### src/rtl/sc_reg_write_arbiter_pkg.sv
// Shared types, default widths and address-decode helpers for the register-bank write arbiter.
package sc_reg_write_arbiter_pkg;

    localparam int unsigned DEF_DATAWIDTH = 32;
    localparam int unsigned DEF_NUM_REQ   = 4;
    localparam int unsigned DEF_NUM_REGS  = 8;
    localparam int unsigned DEF_ADDRWIDTH = 3;
    localparam int unsigned DEF_MAX_HOLD  = 4;

    typedef enum logic [1:0] {
        ST_IDLE   = 2'd0,
        ST_GRANT  = 2'd1,
        ST_LOCKED = 2'd2
    } arb_state_e;

    // True when the address names a register that physically exists in the bank.
    function automatic logic addr_in_range(input logic [7:0] addr, input int unsigned num_regs);
        return (32'(addr) < num_regs);
    endfunction

    // One bit of the one-hot write-enable decode: register idx is selected by addr.
    function automatic logic reg_select(input logic [7:0] addr, input int unsigned idx,
                                        input int unsigned num_regs);
        return (32'(addr) == idx) && (idx < num_regs);
    endfunction

endpackage

### src/rtl/sc_rr_picker.sv
// Combinational round-robin picker: first eligible index at or above the pointer, wrapping.
module sc_rr_picker #(
    parameter int unsigned N  = 4,
    parameter int unsigned IW = 2
) (
    input  logic [N-1:0]  eligible_i,
    input  logic [IW-1:0] ptr_i,
    output logic [N-1:0]  grant_oh_o,
    output logic [IW-1:0] grant_idx_o,
    output logic          any_valid_o
);

    logic [IW-1:0] cand;

    always_comb begin
        grant_oh_o  = '0;
        grant_idx_o = '0;
        any_valid_o = 1'b0;
        cand        = '0;
        for (int unsigned off = 0; off < N; off++) begin
            cand = IW'((32'(ptr_i) + off) % N);
            if (!any_valid_o && eligible_i[cand]) begin
                any_valid_o       = 1'b1;
                grant_idx_o       = cand;
                grant_oh_o[cand]  = 1'b1;
            end
        end
    end

endmodule

### src/rtl/sc_reg_write_arbiter.sv
// Round-robin write arbiter with bounded burst lock, driving one shared register bank.
module sc_reg_write_arbiter
    import sc_reg_write_arbiter_pkg::*;
#(
    parameter int unsigned DATAWIDTH_BUS = DEF_DATAWIDTH,
    parameter int unsigned NUM_REQ       = DEF_NUM_REQ,
    parameter int unsigned NUM_REGS      = DEF_NUM_REGS,
    parameter int unsigned ADDRWIDTH     = DEF_ADDRWIDTH,
    parameter int unsigned MAX_HOLD      = DEF_MAX_HOLD
) (
    input  logic                           SC_RegWRARB_CLOCK_50,
    input  logic                           SC_RegWRARB_Reset_InLow,
    input  logic [NUM_REQ-1:0]             SC_RegWRARB_Req_In,
    input  logic [NUM_REQ-1:0]             SC_RegWRARB_Lock_In,
    input  logic [NUM_REQ*ADDRWIDTH-1:0]   SC_RegWRARB_Addr_In,
    input  logic [NUM_REQ*DATAWIDTH_BUS-1:0] SC_RegWRARB_Data_In,
    output logic [NUM_REQ-1:0]             SC_RegWRARB_Ack_Out,
    output logic [NUM_REGS-1:0]            SC_RegWRARB_Write_Out,
    output logic [DATAWIDTH_BUS-1:0]       SC_RegWRARB_DataBUS_Out,
    output logic                           SC_RegWRARB_Error_Out,
    output logic                           SC_RegWRARB_Busy_Out
);

    localparam int unsigned PTR_W = (NUM_REQ > 1) ? $clog2(NUM_REQ) : 1;
    localparam int unsigned CNT_W = $clog2(MAX_HOLD + 1);

    arb_state_e               state_q, state_d;
    logic [PTR_W-1:0]         ptr_q, ptr_d;
    logic [PTR_W-1:0]         owner_q, owner_d;
    logic [CNT_W-1:0]         count_q, count_d;
    logic [NUM_REQ-1:0]       ack_q, ack_d;
    logic [NUM_REGS-1:0]      write_q, write_d;
    logic [DATAWIDTH_BUS-1:0] data_q, data_d;
    logic                     error_q, error_d;
    logic                     busy_q, busy_d;

    logic [NUM_REQ-1:0]       eligible;
    logic [NUM_REQ-1:0]       pick_oh;
    logic [PTR_W-1:0]         pick_idx;
    logic                     pick_any;
    logic                     owner_hold;
    logic                     grant;
    logic [PTR_W-1:0]         gidx;
    logic [ADDRWIDTH-1:0]     addr_sel;
    logic [DATAWIDTH_BUS-1:0] data_sel;
    logic [NUM_REGS-1:0]      wr_dec;

    // Last cycle's acknowledge blocks a stale Req; a continuing lock owner bypasses this via owner_hold.
    assign eligible = SC_RegWRARB_Req_In & ~ack_q;

    sc_rr_picker #(
        .N  (NUM_REQ),
        .IW (PTR_W)
    ) u_picker (
        .eligible_i  (eligible),
        .ptr_i       (ptr_q),
        .grant_oh_o  (pick_oh),
        .grant_idx_o (pick_idx),
        .any_valid_o (pick_any)
    );

    always_comb begin
        state_d  = state_q;
        ptr_d    = ptr_q;
        owner_d  = owner_q;
        count_d  = count_q;
        grant    = 1'b0;
        gidx     = owner_q;
        ack_d    = '0;
        addr_sel = '0;
        data_sel = '0;
        wr_dec   = '0;

        owner_hold = (state_q == ST_LOCKED) && SC_RegWRARB_Req_In[owner_q]
                     && SC_RegWRARB_Lock_In[owner_q] && (count_q < CNT_W'(MAX_HOLD));

        // Lock continuation wins; otherwise (including forced release) re-arbitrate like IDLE.
        if (owner_hold) begin
            grant   = 1'b1;
            gidx    = owner_q;
            ack_d   = NUM_REQ'(1) << owner_q;
            count_d = count_q + CNT_W'(1);
        end else if (pick_any) begin
            grant = 1'b1;
            gidx  = pick_idx;
            ack_d = pick_oh;
            ptr_d = (pick_idx == PTR_W'(NUM_REQ - 1)) ? '0 : pick_idx + PTR_W'(1);
            if (SC_RegWRARB_Lock_In[pick_idx]) begin
                state_d = ST_LOCKED;
                owner_d = pick_idx;
                count_d = CNT_W'(1);
            end else begin
                state_d = ST_GRANT;
                count_d = '0;
            end
        end else begin
            state_d = ST_IDLE;
            count_d = '0;
        end

        for (int unsigned i = 0; i < NUM_REQ; i++) begin
            if (gidx == PTR_W'(i)) begin
                addr_sel = SC_RegWRARB_Addr_In[i*ADDRWIDTH +: ADDRWIDTH];
                data_sel = SC_RegWRARB_Data_In[i*DATAWIDTH_BUS +: DATAWIDTH_BUS];
            end
        end

        for (int unsigned r = 0; r < NUM_REGS; r++) begin
            wr_dec[r] = reg_select(8'(addr_sel), r, NUM_REGS);
        end

        write_d = grant ? wr_dec : '0;
        error_d = grant && !addr_in_range(8'(addr_sel), NUM_REGS);
        data_d  = grant ? data_sel : data_q;
        busy_d  = (state_d == ST_LOCKED);
    end

    always_ff @(posedge SC_RegWRARB_CLOCK_50 or negedge SC_RegWRARB_Reset_InLow) begin
        if (!SC_RegWRARB_Reset_InLow) begin
            state_q <= ST_IDLE;
            ptr_q   <= '0;
            owner_q <= '0;
            count_q <= '0;
            ack_q   <= '0;
            write_q <= '0;
            data_q  <= '0;
            error_q <= 1'b0;
            busy_q  <= 1'b0;
        end else begin
            state_q <= state_d;
            ptr_q   <= ptr_d;
            owner_q <= owner_d;
            count_q <= count_d;
            ack_q   <= ack_d;
            write_q <= write_d;
            data_q  <= data_d;
            error_q <= error_d;
            busy_q  <= busy_d;
        end
    end

    assign SC_RegWRARB_Ack_Out     = ack_q;
    assign SC_RegWRARB_Write_Out   = write_q;
    assign SC_RegWRARB_DataBUS_Out = data_q;
    assign SC_RegWRARB_Error_Out   = error_q;
    assign SC_RegWRARB_Busy_Out    = busy_q;

endmodule

### config.mk
export PLATFORM = sky130hd
export DESIGN_NAME = sc_reg_write_arbiter
export DESIGN_NICKNAME = d
export VERILOG_FILES = /design/src/rtl/sc_reg_write_arbiter_pkg.sv /design/src/rtl/sc_rr_picker.sv /design/src/rtl/sc_reg_write_arbiter.sv
export SDC_FILE = /design/constraint.sdc
export NUM_CORES = 1
export LEC_CHECK = 0
export ABC_AREA = 1
export CORE_MARGIN = 1
export CORE_UTILIZATION = 44
export DETAILED_ROUTE_END_ITERATION = 6
export PLACE_DENSITY = 0.85
export SLEW_MARGIN = 20
export SYNTH_ARGS = -nofsm -noshare
export SYNTH_HDL_FRONTEND = slang
export SYNTH_SLANG_ARGS = --single-unit
### constraint.sdc
create_clock -name SC_RegWRARB_CLOCK_50 -period 5.1 [get_ports SC_RegWRARB_CLOCK_50]
set_input_delay 1.02 -clock SC_RegWRARB_CLOCK_50 [delete_from_list [all_inputs] [get_ports SC_RegWRARB_CLOCK_50]]
set_output_delay 1.02 -clock SC_RegWRARB_CLOCK_50 [all_outputs]
set_load 0.01 [all_outputs]
==> impl_metrics.py <==
metrics = {
    "run_status": {
        "run_status": "finished clean",
    },
    "worst_hold_path": {
        "worstHoldStart": "SC_RegWRARB_DataBUS_Out[19]$_DFFE_PN0P_",
        "hold_class": "reg -> reg",
    },
    "timing": {
        "setup_viol": 0,
        "fmax_ghz": 0.2745,
        "period_needed_ns": 3.643,
        "slew_headroom": 0.3647,
        "rsz0062_at_grt": "false",
        "worst_pin_slew_ns": 0.9519,
        "period_share": 0.7143,
        "drv_slew": 0,
        "tns_ns": 0,
        "hold_viol_final": 0,
        "finClkSkew_ns": 0.01289,
    },
    "floorplanning": {
        "rows": 34,
        "core_mm2": 0.008678,
        "die_x_um": 96.41,
        "die_y_um": 96.41,
        "floorplan.initialDensity": 0.4518,
        "die_area_mm2": 0.009294,
        "io_pins": 196,
    },
    "clock_tree": {
        "worstSkewPairLatency_ns": 0.32,
        "cts_buffers": 5,
        "cts_setup_buffers": 0,
        "cts_tree": "built",
        "clk_pin_slew_ns": 0.10,
        "clock_tree.htree_level_count": 2,
        "max-clock-path-buffers": 2,
        "clock_sinks": 54,
        "cts_resized": 0,
        "clockRootBuffer": "clkbuf_8",
        "cts_hold_buf": 0,
    },
    "run": {
        "drv_cap": 0,
    },
    "synthesis": {
        "yosys-mux-area-fraction": 0,
        "synth_xor_area_frac": 0,
        "syn_area_mm2": 0.003921,
        "syn_inst": 544,
        "synth_compound_area_frac": 0.08009,
        "ys_types": 39,
        "syn_avg_cell_area_um2": 7.208,
        "yosys_register_bits": 54,
        "yosysWarnings": 0,
        "synth_fa_ha_area_frac": 0.02872,
        "yosys.area_share.simple": 0.4649,
        "synth_top_family_by_area": "simple AND/OR/NAND/NOR gates",
        "syn_nets": 703,
        "synth_seq_area_share": 0.3446,
    },
    "grt": {
        "grt_overflow_total": 0,
        "grt_pass1_vias": 3961,
        "gr-usage-all-layers": 0.2737,
        "antenna_found_initial": 0,
        "grt_max_degree": 55,
        "grt_pass1_wl_um": 19090,
    },
    "routing": {
        "antenna_left": 0,
        "via_per_inst": 5.278,
        "wl_per_cell_um": 15.91,
        "drc": 0,
        "drtIter0Drc": 172,
        "dr.pass1.iters": 6,
        "num_vias": 4386,
        "routed_wl_um": 13220,
    },
    "placed_design": {
        "port_buffers": 194,
        "globalplace.congestion": 0.9305,
        "dpl.hpwl_um": 10190,
        "place_area_mm2": 0.005843,
    },
    "setup_path": {
        "crit_type": "in -> reg",
        "critical_path_buf_inv_count": 4,
        "cpPeakStageDelay_ns": 0.52,
        "crit_path_start": "SC_RegWRARB_Req_In[2]",
        "crit_top_cell": "nand2_1",
        "cp_top_family": "simple AND/OR/NAND/NOR gates",
        "cp_slowest_cell": "clkdlybuf4s50_1",
        "cp-start-kind": "input pin",
        "critPathRequiredTime_ns": 5.30,
        "crit_chain": "clkdlybuf4s50_1, nand3_1, nand2_1, nand2_1, nand2_1, inv_1, nand3_4, nand2_4, nand2_2, inv_2, nor2_8, nand2_4, inv_1, nand2_1, nand3_1, nor2_1",
        "endpoint_kind": "register",
        "critPathMaxFanout": 35,
        "worstPathArrival_ns": 3.84,
    },
    "layout": {
        "fin_nets": 881,
        "area_delta_synth_final_pct": 51.79,
        "n_antenna_cell": 0,
        "drive_gt1_frac": 0.08299,
        "postLayoutCellArea_mm2": 0.005952,
    },
}
## Yosys cell counts (all sizes together)
| master | count | area (um^2) |
|---|---|---|
| a21boi | 1 | 7.510 |
| a21oi | 3 | 15.01 |
| a221oi | 4 | 35.03 |
| a22oi | 1 | 7.510 |
| a31o | 1 | 8.760 |
| buf | 17 | 132.6 |
| clkbuf | 8 | 32.53 |
| conb | 1 | 3.750 |
| dfrtp | 54 | 1351 |
| ha | 9 | 112.6 |
| inv | 39 | 151.4 |
| nand2 | 188 | 784.5 |
| nand3 | 98 | 558.0 |
| nand3b | 4 | 30.03 |
| nand4 | 6 | 43.79 |
| nor2 | 34 | 212.7 |
| nor3 | 1 | 5.000 |
| nor3b | 1 | 7.510 |
| o21ai | 39 | 195.2 |
| o21bai | 2 | 15.01 |
| o31ai | 4 | 30.03 |
| or2 | 29 | 181.4 |
## cells in the final DEF, fill, tap and decap left out, types with 2 or more instances in the layout
master | netlist | final
a21oi_1 | 3 | 3
a221oi_1 | 4 | 4
buf_4 | 4 | 2
clkbuf_8 | 0 | 5
clkdlybuf4s50_1 | 0 | 193
clkinv_2 | 0 | 2
dfrtp_1 | 54 | 54
ha_1 | 9 | 9
inv_1 | 33 | 33
inv_2 | 4 | 4
inv_4 | 2 | 2
nand2_1 | 170 | 170
nand2_2 | 13 | 13
nand2_4 | 4 | 4
nand3_1 | 89 | 89
nand3_2 | 6 | 6
nand3_4 | 3 | 3
nand3b_1 | 4 | 4
nand4_1 | 5 | 5
nor2_1 | 26 | 26
nor2_2 | 2 | 2
nor2_4 | 2 | 2
nor2_8 | 4 | 4
o21ai_0 | 22 | 22
o21ai_1 | 17 | 17
o21bai_1 | 2 | 2
o31ai_1 | 4 | 4
or2_0 | 21 | 21
or2_1 | 2 | 2
or2_2 | 6 | 6
## flip-flops by register name, summed over array words and instances, names as in the netlist, named ones only
| signal | cells |
|---|---|
| SC_RegWRARB_Ack_Out | 4 |
| SC_RegWRARB_Busy_Out | 1 |
| owner_q | 2 |
| SC_RegWRARB_Write_Out | 8 |
| state_q | 2 |
| count_q | 3 |
| ptr_q | 1 |
| SC_RegWRARB_DataBUS_Out | 32 |
## routing by layer
layer  global-route usage  up-vias  share of wire
met5                    0        -              0
met4               0.1029        0          0.021
met1               0.3337     2044           0.40
met3              0.06573       20          0.075
li1                     -     2127              -
met2               0.4681      195           0.51
## cell families (layout without fill, tap and decap cells)
| group | count (synthesis) | count (layout) |
|---|---|---|
| flops | 54 | 54 |
| fa+ha+maj | 9 | 9 |
| other cells | 1 | 1 |
| buf+inv | 64 | 243 |
| simple gates | 361 | 361 |
| compound gates | 55 | 55 |
## cell type report
cell class,instances,area (um^2)
Clock buffer,5,68.82
Clock inverter,3,40.04
Fill cell,751,2726
Inverter,39,151.4
Multi-Input combinational cell,426,2253
Sequential cell,54,1351
Tap cell,108,135.1
Timing Repair Buffer,196,1952
## worst paths after layout
kind                                                            to  slack, ns  depth (start not counted)
hold reg to reg            SC_RegWRARB_DataBUS_Out[19]$_DFFE_PN0P_       0.49                          2
max in group asynchronous         SC_RegWRARB_Ack_Out[3]$_DFF_PN0_       3.82                          2
hold / removal             SC_RegWRARB_DataBUS_Out[19]$_DFFE_PN0P_       0.49                          2
setup reg to reg                SC_RegWRARB_Write_Out[3]$_DFF_PN0_       1.62                         16
min in group asynchronous  SC_RegWRARB_DataBUS_Out[29]$_DFFE_PN0P_       0.82                          2
setup / recovery                SC_RegWRARB_Write_Out[3]$_DFF_PN0_       1.46                         16
## worst reg2reg max path: cells and delay by family, from the launching register on
| kind | cells | cell delay (ns) |
|---|---|---|
| AND/OR/NAND/NOR | 10 | 1.63 |
| flip-flops | 1 | 0.58 |
| buffers and inverters | 5 | 0.75 |
| adder cells (fa/ha/maj) | 1 | 0.39 |
## metrics by stage
step / hold WS, ns / instances / utilization / setup slack (ns)
6_report: 0.4856 / 831 / 0.6858 / 1.457
2_1_floorplan: 0.4463 / 544 / - / 2.477
4_1_cts: 0.4902 / 831 / 0.6858 / 1.480
5_1_grt: 0.5047 / 831 / 0.6858 / 1.248
3_5_place_dp: 0.4646 / 823 / 0.6733 / 1.153
3_3_place_gp: 0.4629 / 823 / 0.6733 / 1.307
Power is left out: the tool's default activity adds up to more than one toggle a clock period on the data nets, which glitch-free logic cannot reach.
